<file path="src/rtl/ser_lane_arbiter.sv">
// Round-robin arbiter that shares one serial demux input between N_LANES source lanes.
// Optional frame watchdog is built when ARB_WATCHDOG_EN is defined.
module ser_lane_arbiter #(
    parameter int N_LANES  = 4,
    parameter int WD_TICKS = 31
) (
    input  logic                       clk,
    input  logic                       rst,
    input  logic                       clk_en,
    input  logic [N_LANES-1:0]         req,
    input  logic [N_LANES-1:0]         ser_lane,
    input  logic                       frame_done,
    output logic                       ser_out,
    output logic [N_LANES-1:0]         grant,
    output logic                       gnt_valid,
    output logic [$clog2(N_LANES)-1:0] gnt_id,
    output logic [N_LANES-1:0]         ack,
    output logic                       abort
);

    localparam int ID_W = $clog2(N_LANES);
    localparam logic [N_LANES-1:0] LANE0_OH = {{(N_LANES-1){1'b0}}, 1'b1};

    typedef enum logic [2:0] {
        ST_IDLE  = 3'd0,
        ST_ARB   = 3'd1,
        ST_GUARD = 3'd2,
        ST_XFER  = 3'd3,
        ST_REL   = 3'd4
    } state_t;

    state_t              state_q, state_d;
    logic [ID_W-1:0]     ptr_q, ptr_d;
    logic [N_LANES-1:0]  grant_q, grant_d;
    logic                gnt_valid_q, gnt_valid_d;
    logic [ID_W-1:0]     gnt_id_q, gnt_id_d;
    logic [N_LANES-1:0]  ack_q, ack_d;
    logic                abort_q, abort_d;
    logic                win_found_s;
    logic [ID_W-1:0]     win_id_s;
    logic [ID_W-1:0]     cand_s;
    logic [ID_W-1:0]     ptr_next_s;
    logic                wd_expire_s;

`ifdef ARB_WATCHDOG_EN
    localparam int WD_W = $clog2(WD_TICKS + 1);
    logic [WD_W-1:0] wd_q, wd_d;

    // Watchdog tick counter: runs only in XFER, held at zero elsewhere.
    always_comb begin
        wd_d = wd_q;
        if (state_q == ST_XFER) begin
            if (clk_en) begin
                wd_d = wd_q + WD_W'(1);
            end else begin
                wd_d = wd_q;
            end
        end else begin
            wd_d = '0;
        end
    end

    // Watchdog counter register.
    always_ff @(posedge clk or negedge rst) begin
        if (!rst) begin
            wd_q <= '0;
        end else begin
            wd_q <= wd_d;
        end
    end

    // Expiry coincides with the WD_TICKS-th tick so a same-cycle frame_done can win.
    assign wd_expire_s = (state_q == ST_XFER) && clk_en && (wd_q == WD_W'(WD_TICKS - 1));
`else
    assign wd_expire_s = 1'b0;
`endif

    // Round-robin search of req starting at the priority pointer.
    always_comb begin
        win_found_s = 1'b0;
        win_id_s    = '0;
        cand_s      = '0;
        for (int i = 0; i < N_LANES; i++) begin
            cand_s = ID_W'((int'(ptr_q) + i) % N_LANES);
            if (!win_found_s && req[cand_s]) begin
                win_found_s = 1'b1;
                win_id_s    = cand_s;
            end else begin
                win_id_s    = win_id_s;
            end
        end
    end

    assign ptr_next_s = (gnt_id_q == ID_W'(N_LANES - 1)) ? '0 : (gnt_id_q + ID_W'(1));

    // Next-state and registered-output logic of the grant sequencer.
    always_comb begin
        state_d     = state_q;
        ptr_d       = ptr_q;
        grant_d     = grant_q;
        gnt_valid_d = gnt_valid_q;
        gnt_id_d    = gnt_id_q;
        ack_d       = '0;
        abort_d     = 1'b0;
        case (state_q)
            ST_IDLE: begin
                if (|req) begin
                    state_d = ST_ARB;
                end else begin
                    state_d = ST_IDLE;
                end
            end
            ST_ARB: begin
                // A request withdrawn during ARB leaves nothing to grant; fall back to IDLE.
                if (win_found_s) begin
                    state_d     = ST_GUARD;
                    grant_d     = LANE0_OH << win_id_s;
                    gnt_id_d    = win_id_s;
                    gnt_valid_d = 1'b1;
                end else begin
                    state_d     = ST_IDLE;
                end
            end
            ST_GUARD: begin
                if (clk_en) begin
                    state_d = ST_XFER;
                end else begin
                    state_d = ST_GUARD;
                end
            end
            ST_XFER: begin
                if (frame_done || wd_expire_s) begin
                    state_d     = ST_REL;
                    ptr_d       = ptr_next_s;
                    grant_d     = '0;
                    gnt_valid_d = 1'b0;
                    if (frame_done) begin
                        ack_d   = grant_q;
                    end else begin
                        abort_d = 1'b1;
                    end
                end else begin
                    state_d = ST_XFER;
                end
            end
            ST_REL: begin
                state_d = ST_IDLE;
            end
            default: begin
                state_d     = ST_IDLE;
                grant_d     = '0;
                gnt_valid_d = 1'b0;
            end
        endcase
    end

    // State and output registers.
    always_ff @(posedge clk or negedge rst) begin
        if (!rst) begin
            state_q     <= ST_IDLE;
            ptr_q       <= '0;
            grant_q     <= '0;
            gnt_valid_q <= 1'b0;
            gnt_id_q    <= '0;
            ack_q       <= '0;
            abort_q     <= 1'b0;
        end else begin
            state_q     <= state_d;
            ptr_q       <= ptr_d;
            grant_q     <= grant_d;
            gnt_valid_q <= gnt_valid_d;
            gnt_id_q    <= gnt_id_d;
            ack_q       <= ack_d;
            abort_q     <= abort_d;
        end
    end

    assign ser_out   = (state_q == ST_XFER) ? ser_lane[gnt_id_q] : 1'b1;
    assign grant     = grant_q;
    assign gnt_valid = gnt_valid_q;
    assign gnt_id    = gnt_id_q;
    assign ack       = ack_q;
    assign abort     = abort_q;

endmodule

</file>
<file path="config.mk">
export PLATFORM = sky130hd
export DESIGN_NAME = ser_lane_arbiter
export DESIGN_NICKNAME = d
export VERILOG_FILES = /design/src/rtl/ser_lane_arbiter.sv
export SDC_FILE = /design/constraint.sdc
export NUM_CORES = 1
export LEC_CHECK = 0
export ABC_AREA = 1
export CAP_MARGIN = 20
export CORE_MARGIN = 3
export CORE_UTILIZATION = 60
export DETAILED_ROUTE_END_ITERATION = 10
export DONT_BUFFER_PORTS = 1
export PLACE_DENSITY = 0.83
export REMOVE_ABC_BUFFERS = 1
export SLEW_MARGIN = 20
export SYNTH_ARGS = -nofsm -noshare
export SYNTH_HDL_FRONTEND = slang
export SYNTH_SLANG_ARGS = --single-unit
</file>
<file path="constraint.sdc">
create_clock -name clk -period 1.65 [get_ports clk]
set_input_delay 0.165 -clock clk [delete_from_list [all_inputs] [get_ports clk]]
set_output_delay 0.165 -clock clk [all_outputs]
set_load 0.005 [all_outputs]
</file>
==> metrics.cfg <==
[status]
outcome = finished clean

[routing]
dr.first_iter.drc_count = 20
detail_route.wl_per_cell_um = 12.7
ant_nets = 0
detailedRoute.firstPassIterationCount = 4
route.detailed.drc = 0
wl_mm = 2.00
drt-vias-per-instance = 5.46
num_vias = 857

[power_and_ir_drop]
switching_power_uw = 974
power_report.internal_total_uw = 1030
design_power_total_uw = 2000
comb_power_share_pct = 54.3
power_per_cell_area_nw_per_um2 = 1870
power.static_leakage_uw = 0.000602
worst_ir_drop_vdd_uv = 1030
p_sw_share_pct = 48.7
clock_share_of_power_pct = 12.6
share_seq_of_total_power_pct = 33.1

[global_routing]
grt_max_degree = 17
globalRouteOverflowTotal = 0
initial_antenna_violation_count = 0
groute.usage.overall_pct = 19.2
grt_pass1_wl_mm = 3.06
grt_pass1_vias = 748

[synth]
number_of_distinct_library_cells_after_synthesis = 24
synth_enable_flop_cells = 0
synth_top_area_share_pct = 39.9
synthDominantAreaCellType = sky130_fd_sc_hd__dfrtp_1
synth-seq-area-share_pct = 39.9
yosys_warnings = 0
synthCells = 136
post-synth-top-count-cell = sky130_fd_sc_hd__nand2_1
postSynth.topFlopCell = sky130_fd_sc_hd__dfrtp_1
synth_top_cells_by_count = sky130_fd_sc_hd__nand2_1 (42), sky130_fd_sc_hd__dfrtp_1 (16), sky130_fd_sc_hd__nor2_1 (16)
synth.avg_cell_area_sq_um = 7.38
largest_cells_by_area_after_synthesis = sky130_fd_sc_hd__dfrtp_1 (40%), sky130_fd_sc_hd__nand2_1 (16%), sky130_fd_sc_hd__nand2_2 (6.2%)
postSynth.asyncResetShare_pct = 100
syn-cell-area_sq_um = 1000
synthesis_stage_register_bit_count = 16

[clock_network]
cts.sink_count = 16
cts_tree = yes
root_cell_of_the_clock_tree = sky130_fd_sc_hd__clkbuf_4
path_clk_slew_ns = 0.09
clk_path_buf_depth = 2
cts_buf_count = 3
clkLatencyLatePin_ns = 0.28
clock_tree.htree_level_count = 1

[critical_path]
critical_path.cell_chain = inv_2, nand2_1, nand3_1, nand2_2, nand2_4, nand2_2, nand2_2, nand3_2, o21ai_1
crit_path_start = ptr_q[0]
worstSetupStartpointType = register
worst-r2r-cell-count = 9
path_delay_family = simple AND/OR/NAND/NOR gates
critPathSlowestCell = sky130_fd_sc_hd__dfrtp_1
worstSetupPathDepth = 9
r2r_start = ptr_q[0]
timing.setup.critical_path_class = reg2reg
cp.arrival_ns = 1.65
cp_slowest_stage_delay_ns = 0.43
setup.worst_path.end_class = register
crit_required_ns = 1.86
ff2ff_setup_slack_ns = 0.21
worst_path_maximum_fanout = 9
worst_path_most_repeated_cell = sky130_fd_sc_hd__nand2_2
cp_num_buf_inv = 1

[timing]
timing.final.crit_share_pct = 87.3
period_minus_slack_ns = 1.44
fmax_mhz = 694
timing.max_slew.rel_slack_pct = 54.8
worstMarginPinSlew_ns = 0.676
setup_violations = 0
holdWs_ns = 0.0486
timing_max_transition_violations_final = 0
unrepaired_setup_endpoints_after_global_routing = no
final.setup_skew_ns = 0.00339
timing.setup.tns_ns = 0
report.final.hold_viol_count = 0

[layout]
insertedDiodeCount = 0
multi_input_comb_area_sq_um = 517
instances_no_fill = 157
drive_gt1_share_pct = 19.9
flip_flop_and_latch_area_sq_um = 400
n_fill_cell = 130
area_growth_pct = 6.48
finish.net_count = 155

[job]
timing.max_cap.violations = 0

[floorplanning]
die_width_um = 46.9
design.core.area_sq_um = 1540
num_ports = 25
rows = 14
initial_utilization_pct = 65.1
die_area_sq_um = 2200
dieHeight_um = 46.9

[place]
placement.io_buffers = 0
dp_hpwl_mm = 1.61
placed_cells_incl_taps = 151
gpl.final_weighted_congestion = 0.814

[min_path]
hold-path-cell-count = 2
timing.hold.worst.class = in2reg
holdCritStartpoint = clk_en

==> cells by family (layout without fill, tap and decap cells) <==
| family | count (synthesis) | count (layout) | share of synthesized area (%) |
|---|---|---|---|
| and+or+nand+nor | 87 | 87 | 43.0 |
| buffers and inverters | 20 | 25 | 8.60 |
| DFF | 16 | 16 | 39.9 |
| AOI/OAI and AO/OA | 11 | 11 | 6.86 |
| adders and majority gates | 1 | 1 | 1.25 |
| other | 1 | 1 | 0.374 |
==> cells in the final DEF (no fill, tap or decap), types with 3 or more instances in the layout <==
master / netlist / layout
sky130_fd_sc_hd__nand3_1: 5 / 5
sky130_fd_sc_hd__nand3_2: 5 / 5
sky130_fd_sc_hd__inv_1: 15 / 15
sky130_fd_sc_hd__nand2_2: 10 / 10
sky130_fd_sc_hd__o21ai_0: 4 / 4
sky130_fd_sc_hd__nor2_1: 16 / 16
sky130_fd_sc_hd__inv_2: 3 / 3
sky130_fd_sc_hd__nand2_4: 4 / 4
sky130_fd_sc_hd__nand2_1: 42 / 42
sky130_fd_sc_hd__dfrtp_1: 16 / 16
sky130_fd_sc_hd__clkbuf_4: 0 / 3
==> path summary, 6_finish.rpt <==
kind | end
max | grant[1]
max reg2reg | grant[1]
max in group asynchronous | gnt_id[0]
min reg2reg | gnt_valid
min in group asynchronous | state_q[0]
min | state_q[0]
==> power groups by stage <==
stage | Combinational (uW) | Sequential [uW] | Clock, uW
2_1_floorplan | 868 | 656 | 0
3_3_place_gp | 1030 | 663 | 0
3_5_place_dp | 1070 | 670 | 0
4_1_cts | 1090 | 665 | 257
5_1_grt | 1220 | 683 | 272
6_report | 1090 | 663 | 252
==> what timing repair did <==
action,in CTS,in global routing
endpoints found under the setup margin,0,0
setup buffers,0,0
hold buffers,2,0
resized for setup,0,0
hold endpoints to repair,19,0
==> sequential cells by signal, summed over array words and instances, names as in the netlist <==
| name | flops |
|---|---|
| ack | 4 |
| state_q | 3 |
| gnt_id | 2 |
| ptr_q | 2 |
| grant | 4 |
| gnt_valid | 1 |
==> per-stage QoR <==
stage	utilization [%]	area, sq um	setup WS, ns
6_report	69.3	1070	0.209
5_1_grt	69.3	1070	0.0903
4_1_cts	69.3	1070	0.208
3_5_place_dp	65.7	1010	0.231
3_3_place_gp	65.7	1010	0.283
2_1_floorplan	-	985	0.239
==> cell type report <==
cell class,instances,area share (%)
Clock buffer,4,3.40
Inverter,18,6.32
Multi-Input combinational cell,100,48.4
Sequential cell,16,37.5
Tap cell,16,1.87
Timing Repair Buffer,3,2.58
==> layer usage <==
metal	GRT usage, %	part of all wire (%)
met5	0	0
met4	1.66	0.45
met3	5.75	5.4
met2	33.3	49
met1	24.3	45
Power figures use the tool's default switching activity.
==> variant (same flow settings) <==
The 5 states of `state_t` get a one-hot encoding in 5 bits.
--- a/src/rtl/ser_lane_arbiter.sv
+++ b/src/rtl/ser_lane_arbiter.sv
@@ -23,8 +23,8 @@
 
-    typedef enum logic [2:0] {
-        ST_IDLE  = 3'd0,
-        ST_ARB   = 3'd1,
-        ST_GUARD = 3'd2,
-        ST_XFER  = 3'd3,
-        ST_REL   = 3'd4
+    typedef enum logic [4:0] {
+        ST_IDLE  = 5'b00001,
+        ST_ARB   = 5'b00010,
+        ST_GUARD = 5'b00100,
+        ST_XFER  = 5'b01000,
+        ST_REL   = 5'b10000
     } state_t;
Check against the original RTL: same outputs for any inputs over 4 cycles, from zero or initial values and one cycle with rst low; so few cycles prove little.
==> variant against the unedited design <==
Critical path depth down 6; routed wire length rose by 13%; critical endpoint is now ser_out; synthesized area increased by 13%; non-clock buffer count grew 1; sequential share of layout area is 0.45 points lower; largest power group unchanged; power grew 8.0%; highest routed layer unchanged; via count up 13%; final cell count grew 17%; sequential cell count is 2 higher; setup slack worse by 0.073 ns; fmax shrank 4.8%; cell area increased by 14%.
==> variant: results <==
{
  "clk_latency_ns": 0.30,
  "synth.distinct_cells": 25,
  "grt_pass1_vias": 980,
  "synthTopCellsByArea": "dfrtp_1 (38%), nand2_1 (15%), nand2_2 (8.8%)",
  "power.share.clock_pct": 12.6,
  "ir_drop_mv": 1.25,
  "antenna_found_initial": 0,
  "io_buffers": 0,
  "drc": 0,
  "ys.flop_type": "dfrtp_1",
  "status": "finished clean",
  "synth_common_cells": "nand2_1 (45), dfrtp_1 (17), inv_1 (17), nand2_2 (16), nor2_1 (15)",
  "max_slew_margin_pct": 49.0,
  "synthAdderAreaFrac_pct": 1.10,
  "crit_fanout": 6,
  "wl_per_cell_um": 12.4,
  "synth_compound_area_share_pct": 5.52,
  "dpl_cell_area_mm2": 0.00115,
  "drt_iter0_drc": 30,
  "p_int_uw": 1110,
  "cts_made_buffers": 3,
  "ys_warn_count": 0,
  "dp_hpwl_um": 1830,
  "fin_nets": 172,
  "grt_use_total_pct": 21.3,
  "combPwrFrac_pct": 54.5,
  "globalplace.congestion": 0.781,
  "routed_via_density": 5.31,
  "grt_max_degree": 19,
  "switching_share_pct": 48.7,
  "arrival_ns": 1.35,
  "leakagePower_uw": 0.000636,
  "post-place-ws_ns": 0.218,
  "cts-resized-gates": 0,
  "grt_pass1_wl_um": 4010,
  "ys_seq_area_share_pct": 39.8,
  "final_layout_size_suffix_gt1_share_pct": 23.4,
  "skew_ns": 0.00440
}
## variant: timing repair
action,CTS,global route
hold buffers,3,0
hold endpoints to repair,24,0
endpoints found under the setup margin,0,0
## variant: through the flow
stage	std cells	hold WS (ns)	util (%)
5_1_grt	183	0.0247	69.1
6_report	183	0.0101	69.1
4_1_cts	183	0.00646	69.1
3_3_place_gp	176	-0.130	65.4
3_5_place_dp	176	-0.130	65.4
2_1_floorplan	150	-0.131	-
## variant: cell type report
type / count / area, um^2
clock buffers: 4 / 36.3
fillers: 150 / 544
inverters: 22 / 90.1
multi-input cells: 110 / 573
flip-flops and latches: 18 / 452
well taps: 25 / 31.3
repair buffers: 4 / 37.5
## variant: critical path: stages, from the launching register on
cell and delay (ns):
dfrtp_1 0.46, inv_1 0.12, nor2_1 0.05, o311ai_0 0.42
## variant: path summary, 6_finish.rpt
path | start | to | slack, ns | cells after the start
min in group asynchronous | rst | ack[2] | 0.37 | 1
setup / recovery | gnt_id[0] | ser_out | 0.14 | 3
hold / removal | req[3] | state_q[0] | 0.01 | 3
hold reg to reg | gnt_valid | gnt_valid | 0.53 | 2
setup reg to reg | ptr_q[0] | grant[2] | 0.17 | 12
max in group asynchronous | rst | ptr_q[0] | 0.81 | 1
## variant: per-layer routing
| metal | track usage [%] | vias to the layer above | share of wire, % |
|---|---|---|---|
| met5 | 0 | - | 0 |
| met4 | 8.29 | 0 | 1.9 |
| met3 | 5.44 | 5 | 3.8 |
| met2 | 38.8 | 26 | 54 |
| met1 | 23.6 | 462 | 41 |
| li1 | - | 479 | - |
## variant: kinds of logic after synthesis
group                    Yosys count
adder cells (fa/ha/maj)            1
AND/OR/NAND/NOR                   97
buffers and inverters             24
flip-flops                        18
AO/OA/AOI/OAI                     11
other                              1
